File: src/rtl/fwd_hazard_tracker.sv
// Forwarding and hazard tracker: follows in-flight register writers after EX,
// selects forward sources per operand, and raises stalls for load-use and multicycle ops.
module fwd_hazard_tracker #(
  parameter int ADDR_W  = 5,
  parameter int NUM_SRC = 2,
  parameter int DEPTH   = 3,
  parameter int MD_LAT  = 4,
  parameter int SEL_W   = 3
) (
  input  logic                       clk,
  input  logic                       rst,
  input  logic                       ex_valid,
  input  logic                       ex_reg_write,
  input  logic [ADDR_W-1:0]          ex_dest,
  input  logic                       ex_is_load,
  input  logic                       ex_is_md,
  input  logic [NUM_SRC*ADDR_W-1:0]  ex_src,
  input  logic                       dec_valid,
  input  logic [NUM_SRC*ADDR_W-1:0]  dec_src,
  input  logic                       flush,
  output logic [NUM_SRC*SEL_W-1:0]   fwd_sel,
  output logic                       stall,
  output logic                       md_busy,
  output logic [15:0]                stall_cnt
);

  localparam int MD_W = (MD_LAT > 1) ? $clog2(MD_LAT) : 1;

  logic [DEPTH-1:0]  valid_q;
  logic [DEPTH-1:0]  regWrite_q;
  logic [ADDR_W-1:0] dest_q [DEPTH];
  logic [MD_W-1:0]   mdCnt_q, mdCnt_d;
  logic [15:0]       stallCnt_q, stallCnt_d;
  logic              exLive;
  logic              mdIssue;
  logic              loadUse;

  assign exLive  = ex_valid & ~flush;
  assign mdIssue = exLive & ex_is_md;

  // Only the valid bits need clearing; payload of an invalid entry is never matched.
  always_ff @(posedge clk) begin
    if (rst) begin
      valid_q    <= '0;
      mdCnt_q    <= '0;
      stallCnt_q <= '0;
    end else begin
      for (int k = DEPTH - 1; k >= 1; k--) begin
        valid_q[k] <= valid_q[k-1];
      end
      valid_q[0] <= exLive;
      mdCnt_q    <= mdCnt_d;
      stallCnt_q <= stallCnt_d;
    end
  end

  always_ff @(posedge clk) begin
    for (int k = DEPTH - 1; k >= 1; k--) begin
      regWrite_q[k] <= regWrite_q[k-1];
      dest_q[k]     <= dest_q[k-1];
    end
    regWrite_q[0] <= ex_reg_write;
    dest_q[0]     <= ex_dest;
  end

  // A fresh multicycle issue reloads the full occupancy rather than extending it.
  always_comb begin
    mdCnt_d = mdCnt_q;
    if (mdIssue) begin
      mdCnt_d = MD_W'(MD_LAT - 1);
    end else if (mdCnt_q != '0) begin
      mdCnt_d = mdCnt_q - MD_W'(1);
    end
  end

  always_comb begin
    stallCnt_d = stallCnt_q;
    if (stall && (stallCnt_q != 16'hFFFF)) begin
      stallCnt_d = stallCnt_q + 16'd1;
    end
  end

  // Scan oldest to youngest so the youngest matching writer wins.
  always_comb begin
    fwd_sel = '0;
    for (int i = 0; i < NUM_SRC; i++) begin
      for (int k = DEPTH - 1; k >= 0; k--) begin
        if (valid_q[k] && regWrite_q[k] && (ex_src[i*ADDR_W +: ADDR_W] != '0) &&
            (dest_q[k] == ex_src[i*ADDR_W +: ADDR_W])) begin
          fwd_sel[i*SEL_W +: SEL_W] = SEL_W'(k + 1);
        end
      end
    end
  end

  always_comb begin
    loadUse = 1'b0;
    for (int i = 0; i < NUM_SRC; i++) begin
      if (exLive && ex_is_load && ex_reg_write && (ex_dest != '0) && dec_valid &&
          (dec_src[i*ADDR_W +: ADDR_W] == ex_dest)) begin
        loadUse = 1'b1;
      end
    end
  end

  assign md_busy   = (mdCnt_q != '0);
  assign stall     = loadUse | (md_busy & dec_valid);
  assign stall_cnt = stallCnt_q;

endmodule

File: config.mk
export PLATFORM = sky130hd
export DESIGN_NAME = fwd_hazard_tracker
export DESIGN_NICKNAME = d
export VERILOG_FILES = /design/src/rtl/fwd_hazard_tracker.sv
export SDC_FILE = /design/constraint.sdc
export NUM_CORES = 1
export LEC_CHECK = 0
export CAP_MARGIN = 15
export CORE_ASPECT_RATIO = 1.5
export CORE_MARGIN = 3
export CORE_UTILIZATION = 25
export CTS_CLUSTER_SIZE = 20
export DETAILED_ROUTE_END_ITERATION = 6
export SYNTH_ARGS = -nofsm -noshare
export SYNTH_HDL_FRONTEND = slang
export SYNTH_SLANG_ARGS = --single-unit
File: constraint.sdc
create_clock -name clk -period 3.9 [get_ports clk]
set_input_delay 0.78 -clock clk [delete_from_list [all_inputs] [get_ports clk]]
set_output_delay 0.78 -clock clk [all_outputs]
set_load 0.02 [all_outputs]
==> impl_metrics.yaml, run 1 <==
global_route:
  grt_first_pass_wirelength_um: 8170
  overflow: 0
  first_global_vias: 1733
  grtUsageTotal_pct: 11.5
  antenna_found_initial: 0
  grt_max_degree: 28
critical_path:
  rr_endpoint: "stall_cnt[13]$_SDFFE_PP0P_"
  end_kind: "output pin"
  reg2reg_slack_ns: 1.66
  crit_buf_inv: 3
  worstReg2RegStart: "mdCnt_q[0]$_SDFFE_PP0P_"
  cp_slowest_cell: "clkdlybuf4s50_1"
  cp_max_fo: 4
  critical_path_class: "in -> out"
  critPathLaunchType: "primary input"
  arrival_ns: 2.93
  rr_worst_depth: 7
  worstPathCellList: "clkdlybuf4s50_1, or4_1, nor2_1, buf_4, or4_1, o41ai_1, clkdlybuf4s50_1"
  cp_data_required_time_ns: 3.12
  cp_top_family: "buffers and inverters"
  max_stage_delay_ns: 0.66
clock_tree:
  insertion_delay_ns: 0.27
  numCtsBuffers: 5
  clock_sinks: 39
  cts_setup_buffers: 0
  clockBufferDepth: 2
  cts-resized-gates: 0
  cts_tree: "yes"
  clk_pin_slew_ns: 0.05
  htreeDepth: 2
  cts_root_buf: "clkbuf_16"
  hold_buffers: 0
sta:
  fmax_mhz: 270
  slew_viol_final: 0
  period_share_pct: 95.1
  grt_setup_unrepaired: "no"
  setup_viol: 0
  hold_violations: 0
  tightest_slew_ns: 0.948
  period_needed_ns: 3.71
  finalSetupTns_ns: 0
  skew_ns: 0.00159
  slew_headroom_pct: 36.6
power_and_ir_drop:
  p_leak_nw: 1.01
  powerDensity_nw_per_um2: 407
  peakVddDrop_mv: 0.157
  finalPower_mw: 1.17
detailed_routing:
  drcViolationCount: 0
  drtIter0Drc: 35
  route.met3.wl_um: 308
  highest_layer: "met4"
  post_drt_via_cell_ratio: 4.44
  route.met2.wl_um: 2710
  wl_per_cell_um: 13.6
  ant_nets: 0
  num_vias: 1664
  first_pass_iters: 4
  wl_met1_um: 1970
  wl_um: 5090
finish:
  fillers: 796
  n_antenna_cell: 0
  syn2layout_area_growth_pct: 42.0
  multi_input_area_um2: 1190
  drive_above_1_share_pct: 9.52
  seqCellArea_um2: 781
  nets: 307
worst_hold_path:
  hold_path_depth: 0
  min_to: "regWrite_q[2]$_DFF_P_"
  hp-class: "reg -> reg"
  min_from: "regWrite_q[1]$_DFF_P_"
floorplan:
  coreArea_um2: 7760
  die_w_um: 79.5
  placementRows: 39
  die_area_um2: 9230
  ios: 57
  start_util_pct: 26.1
  die_h_um: 116
yosys:
  synth_edf_count: 0
  synth.area.top_cells: "dfxtp_1, xnor2_1, xor2_1"
  synth_area_um2: 2020
  syn_inst: 211
  synth-xor-area-share_pct: 20.8
  synth_top_area_share_pct: 38.6
  yosys.area_share.simple_pct: 23.9
  seq_area_frac_synth_pct: 38.6
  ys.flop_type: "dfxtp_1"
  ys_seq_elements: 39
  avgSynthCellArea_um2: 9.59
  synthArstFlopShare_pct: 0
  post_synth_num_cell_types: 45
  synth_fa_ha_area_share_pct: 1.24
  synth_top_family_by_area: "simple AND/OR/NAND/NOR gates"
  yosys_warnings: 0
  muxShareOfSynthArea_pct: 2.91
  synth_compound_area_share_pct: 9.83
  synth_area_leader_cell: "dfxtp_1"
flow_run:
  maxCapViolCount: 0
place:
  routabilityCongestion: 0.810
  dpl.hpwl_um: 4090
  io_buffers: 54
outcome:
  status: "finished clean"
## state kept, by name, summed over array words and instances, names as in the netlist
| register | count |
|---|---|
| valid_q | 3 |
| dest_q | 15 |
| stall_cnt | 16 |
| mdCnt_q | 2 |
| regWrite_q | 3 |
## cell families (layout without fill, tap and decap cells)
| group | after synthesis | after routing |
|---|---|---|
| AND/OR/NAND/NOR | 83 | 83 |
| XOR/XNOR | 48 | 48 |
| flip-flops | 39 | 39 |
| AO/OA/AOI/OAI | 21 | 21 |
| buffers and inverters | 12 | 73 |
| multiplexers | 5 | 5 |
| adder cells (fa/ha/maj) | 2 | 2 |
| other | 1 | 2 |
## per-stage QoR
step                      cells  util (%)  setup WS, ns  cell area (um2)  hold WS (ns)
after floorplan             212         -         0.833             2030         0.331
after global placement      367      34.8         0.204             2700         0.334
after detailed placement    367      34.8         0.192             2700         0.347
after CTS                   375      37.0         0.180             2870         0.357
after global routing        375      37.0         0.110             2870         0.365
final                       375      37.0         0.192             2870         0.353
## metal layers
| metal | vias up | GRT usage [%] |
|---|---|---|
| li1 | 851 | - |
| met1 | 757 | 11.8 |
| met2 | 47 | 21.5 |
| met3 | 9 | 3.32 |
| met4 | 0 | 4.93 |
| met5 | - | 0 |
## placed cells by master (no fill, tap or decap), types with 2 or more instances in the layout
| cell type | n |
|---|---|
| nor3_2 | 2 |
| mux2_1 | 2 |
| or4_1 | 4 |
| clkbuf_16 | 5 |
| and4_1 | 2 |
| nor2_1 | 21 |
| dfxtp_1 | 39 |
| nor2b_1 | 5 |
| clkdlybuf4s50_1 | 54 |
| and3_1 | 3 |
| a31o_1 | 2 |
| a21oi_1 | 6 |
| inv_1 | 7 |
| nand2b_1 | 3 |
| nand4_1 | 8 |
| nor3_1 | 5 |
| o31ai_1 | 2 |
| buf_4 | 4 |
| nand2_1 | 8 |
| o21a_1 | 2 |
| nor3b_1 | 2 |
| nor4_1 | 5 |
| xnor2_1 | 25 |
| xor2_1 | 23 |
| conb_1 | 2 |
| ha_1 | 2 |
| nand3_1 | 8 |
## how the worst max path moves through the flow
stage              start          to  slack (ns)  cells after the start
2_1_floorplan  ex_src[1]  fwd_sel[0]        0.83                      4
3_3_place_gp   ex_src[4]  fwd_sel[0]        0.20                      7
3_5_place_dp   ex_src[4]  fwd_sel[0]        0.19                      7
4_1_cts        ex_src[4]  fwd_sel[0]        0.18                      7
5_1_grt        ex_src[4]  fwd_sel[0]        0.11                      7
6_report       ex_src[4]  fwd_sel[0]        0.19                      7
## synthesized netlist by cell type, types with 2 or more instances
cell / n
dfxtp_1: 39
xnor2_1: 25
xor2_1: 23
nor2_1: 21
nand2_1: 8
nand3_1: 8
nand4_1: 8
inv_1: 7
a21oi_1: 6
nor2b_1: 5
nor3_1: 5
nor4_1: 5
or4_1: 4
and3_1: 3
clkbuf_1: 3
nand2b_1: 3
a31o_1: 2
and4_1: 2
buf_4: 2
ha_1: 2
mux2_1: 2
nor3_2: 2
nor3b_1: 2
o21a_1: 2
o31ai_1: 2
## power breakdown
| group | internal (mW) | switching (mW) |
|---|---|---|
| Sequential | 0.422 | 0.0167 |
| Clock | 0.318 | 0.147 |
| Combinational | 0.128 | 0.138 |
| Total | 0.868 | 0.301 |
## layout make-up
cell class                      count  area share, %
Clock inverter                      2           1.22
Timing Repair Buffer               58           19.9
Inverter                            7          0.915
Clock buffer                        6           4.83
Tap cell                          102           4.44
Sequential cell                    39           27.2
Multi-Input combinational cell    161           41.6
Power figures use the tool's default switching activity.
==> inputs of run 2 (changes only) <==
- ABC_AREA: unset -> 1
- CTS_CLUSTER_SIZE: 20 -> unset
- TNS_END_PERCENT: unset -> 50
==> impl_metrics.yaml, run 2 <==
critical_path:
  cp_max_fo: 5
  crit_buf_inv: 4
  worstReg2RegStart: "stall_cnt[0]$_SDFFE_PP0P_"
  max_stage_delay_ns: 0.65
  rr_endpoint: "stall_cnt[13]$_SDFFE_PP0P_"
  crit_cells: 8
  cp_data_required_time_ns: 3.12
  reg2reg_slack_ns: 2.05
  rr_worst_depth: 10
  critPathLaunch: "ex_src[6]"
  critPathLaunchType: "primary input"
  worstPathCellList: "clkdlybuf4s50_1, inv_1, nand2_1, nor4_1, inv_1, nand4_1, a21boi_0, clkdlybuf4s50_1"
  cp_slowest_cell: "clkdlybuf4s50_1"
  critical_path.endpoint: "fwd_sel[4]"
  arrival_ns: 2.85
  end_kind: "output pin"
  cp_top_family: "buffers and inverters"
  critical_path_class: "in -> out"
yosys:
  synth_fa_ha_area_share_pct: 1.09
  post_synth_num_cell_types: 33
  avgSynthCellArea_um2: 6.79
  yosys.area_share.simple_pct: 35.6
  syn_inst: 339
  synth_area_leader_cell: "dfxtp_1"
  yosysMostFrequentCell: "nand2_1"
  synth-xor-area-share_pct: 10.7
  yosys_warnings: 0
  ys.flop_type: "dfxtp_1"
  synth_top_family_by_area: "simple AND/OR/NAND/NOR gates"
  ys_seq_elements: 39
  synth_compound_area_share_pct: 7.40
  synth_edf_count: 0
  synth_top_area_share_pct: 33.9
  yosys-top-cells-count: "nand2_1, inv_1, nor2_1, dfxtp_1, nand3_1"
  synth_area_um2: 2300
  muxShareOfSynthArea_pct: 0
  synth.area.top_cells: "dfxtp_1, nand2_1, inv_1"
  seq_area_frac_synth_pct: 33.9
  synthArstFlopShare_pct: 0
global_route:
  grt_first_pass_wirelength_um: 9930
  first_global_vias: 2171
  grtUsageTotal_pct: 12.1
  overflow: 0
  grt_max_degree: 25
  antenna_found_initial: 0
detailed_routing:
  first_pass_iters: 4
  post_drt_via_cell_ratio: 4.40
  num_vias: 2226
  drcViolationCount: 0
  wl_per_cell_um: 12.1
  wl_um: 6140
  ant_nets: 0
  drtIter0Drc: 65
floorplan:
  die_h_um: 123
  placementRows: 42
  start_util_pct: 25.9
  coreArea_um2: 8880
  die_area_um2: 10400
  ios: 57
  die_w_um: 84.3
finish:
  fillers: 953
  final_cell_mix: "nand2_1, clkdlybuf4s50_1, inv_1"
  syn2layout_area_growth_pct: 35.2
  n_antenna_cell: 0
  largest_reg_flops: 16
  drive_above_1_share_pct: 6.57
  nets: 430
  layout_commonest_cell: "nand2_1"
clock_tree:
  cts_setup_buffers: 0
  cts_tree: "yes"
  cts-resized-gates: 0
  hold_buffers: 0
  numCtsBuffers: 5
  htreeDepth: 2
  clock_sinks: 39
  clockBufferDepth: 2
  insertion_delay_ns: 0.28
  clk_pin_slew_ns: 0.06
  cts_root_buf: "clkbuf_16"
sta:
  finalSetupTns_ns: 0
  period_needed_ns: 3.63
  grt_setup_unrepaired: "no"
  slew_viol_final: 0
  fmax_mhz: 275
  hold_slack_ns: 0.350
  hold_violations: 0
  setup_viol: 0
  skew_ns: 0.00473
  period_share_pct: 93.1
place:
  dpl.hpwl_um: 4920
  io_buffers: 54
  routabilityCongestion: 0.908
power_and_ir_drop:
  powerDensity_nw_per_um2: 508
  peakVddDrop_mv: 0.226
  p_leak_nw: 1.41
outcome:
  status: "finished clean"
worst_hold_path:
  hp-class: "reg -> reg"
flow_run:
  maxCapViolCount: 0
[run 2: worst min path at each step]
stage	start	endpoint	slack (ns)	cells after the start
6_report	dest_q[0][6]$_DFF_P_	dest_q[0][11]$_DFF_P_	0.35	0
4_1_cts	dest_q[0][6]$_DFF_P_	dest_q[0][11]$_DFF_P_	0.35	0
3_3_place_gp	regWrite_q[1]$_DFF_P_	regWrite_q[2]$_DFF_P_	0.34	0
5_1_grt	dest_q[0][6]$_DFF_P_	dest_q[0][11]$_DFF_P_	0.36	0
3_5_place_dp	dest_q[0][6]$_DFF_P_	dest_q[0][11]$_DFF_P_	0.34	0
2_1_floorplan	regWrite_q[0]$_DFF_P_	regWrite_q[1]$_DFF_P_	0.33	0
[run 2: cells by family after synthesis]
logic type                 after synthesis
buffers and inverters                   61
xor gates and xnor gates                28
and+or+nand+nor                        178
AOI/OAI and AO/OA                       30
other                                    1
adders and majority gates                2
DFF                                     39
[run 2: through the flow]
step	util, %	area [um2]	instances	worst slack [ns]	total power, mW
after CTS	35.0	3110	506	0.277	1.60
after floorplan	-	2300	340	1.28	0.893
after global placement	33.1	2940	498	0.308	1.10
final	35.0	3110	506	0.267	1.58
after global routing	35.0	3110	506	0.117	1.68
after detailed placement	33.1	2940	498	0.282	1.11
[run 2: power breakdown]
group,switching (mW),total (mW),internal (mW)
clock network,0.159,0.477,0.318
registers,0.0768,0.545,0.468
logic,0.305,0.558,0.253
[run 2: cell type report]
| type | count | area (um2) | share of cell area, % |
|---|---|---|---|
| repair buffers | 55 | 548 | 17.6 |
| inverters | 54 | 203 | 6.52 |
| well taps | 110 | 138 | 4.42 |
| flip-flops and latches | 39 | 781 | 25.1 |
| multi-input cells | 240 | 1270 | 40.7 |
| clock inverters | 2 | 35.0 | 1.13 |
| clock buffers | 6 | 139 | 4.47 |
[run 2: per-layer routing]
layer	up-vias	part of all wire, %	GRT usage [%]
met5	-	0	0
li1	1166	-	-
met2	59	53	23.2
met3	10	5.2	2.80
met4	0	2.6	5.15
met1	991	39	12.5
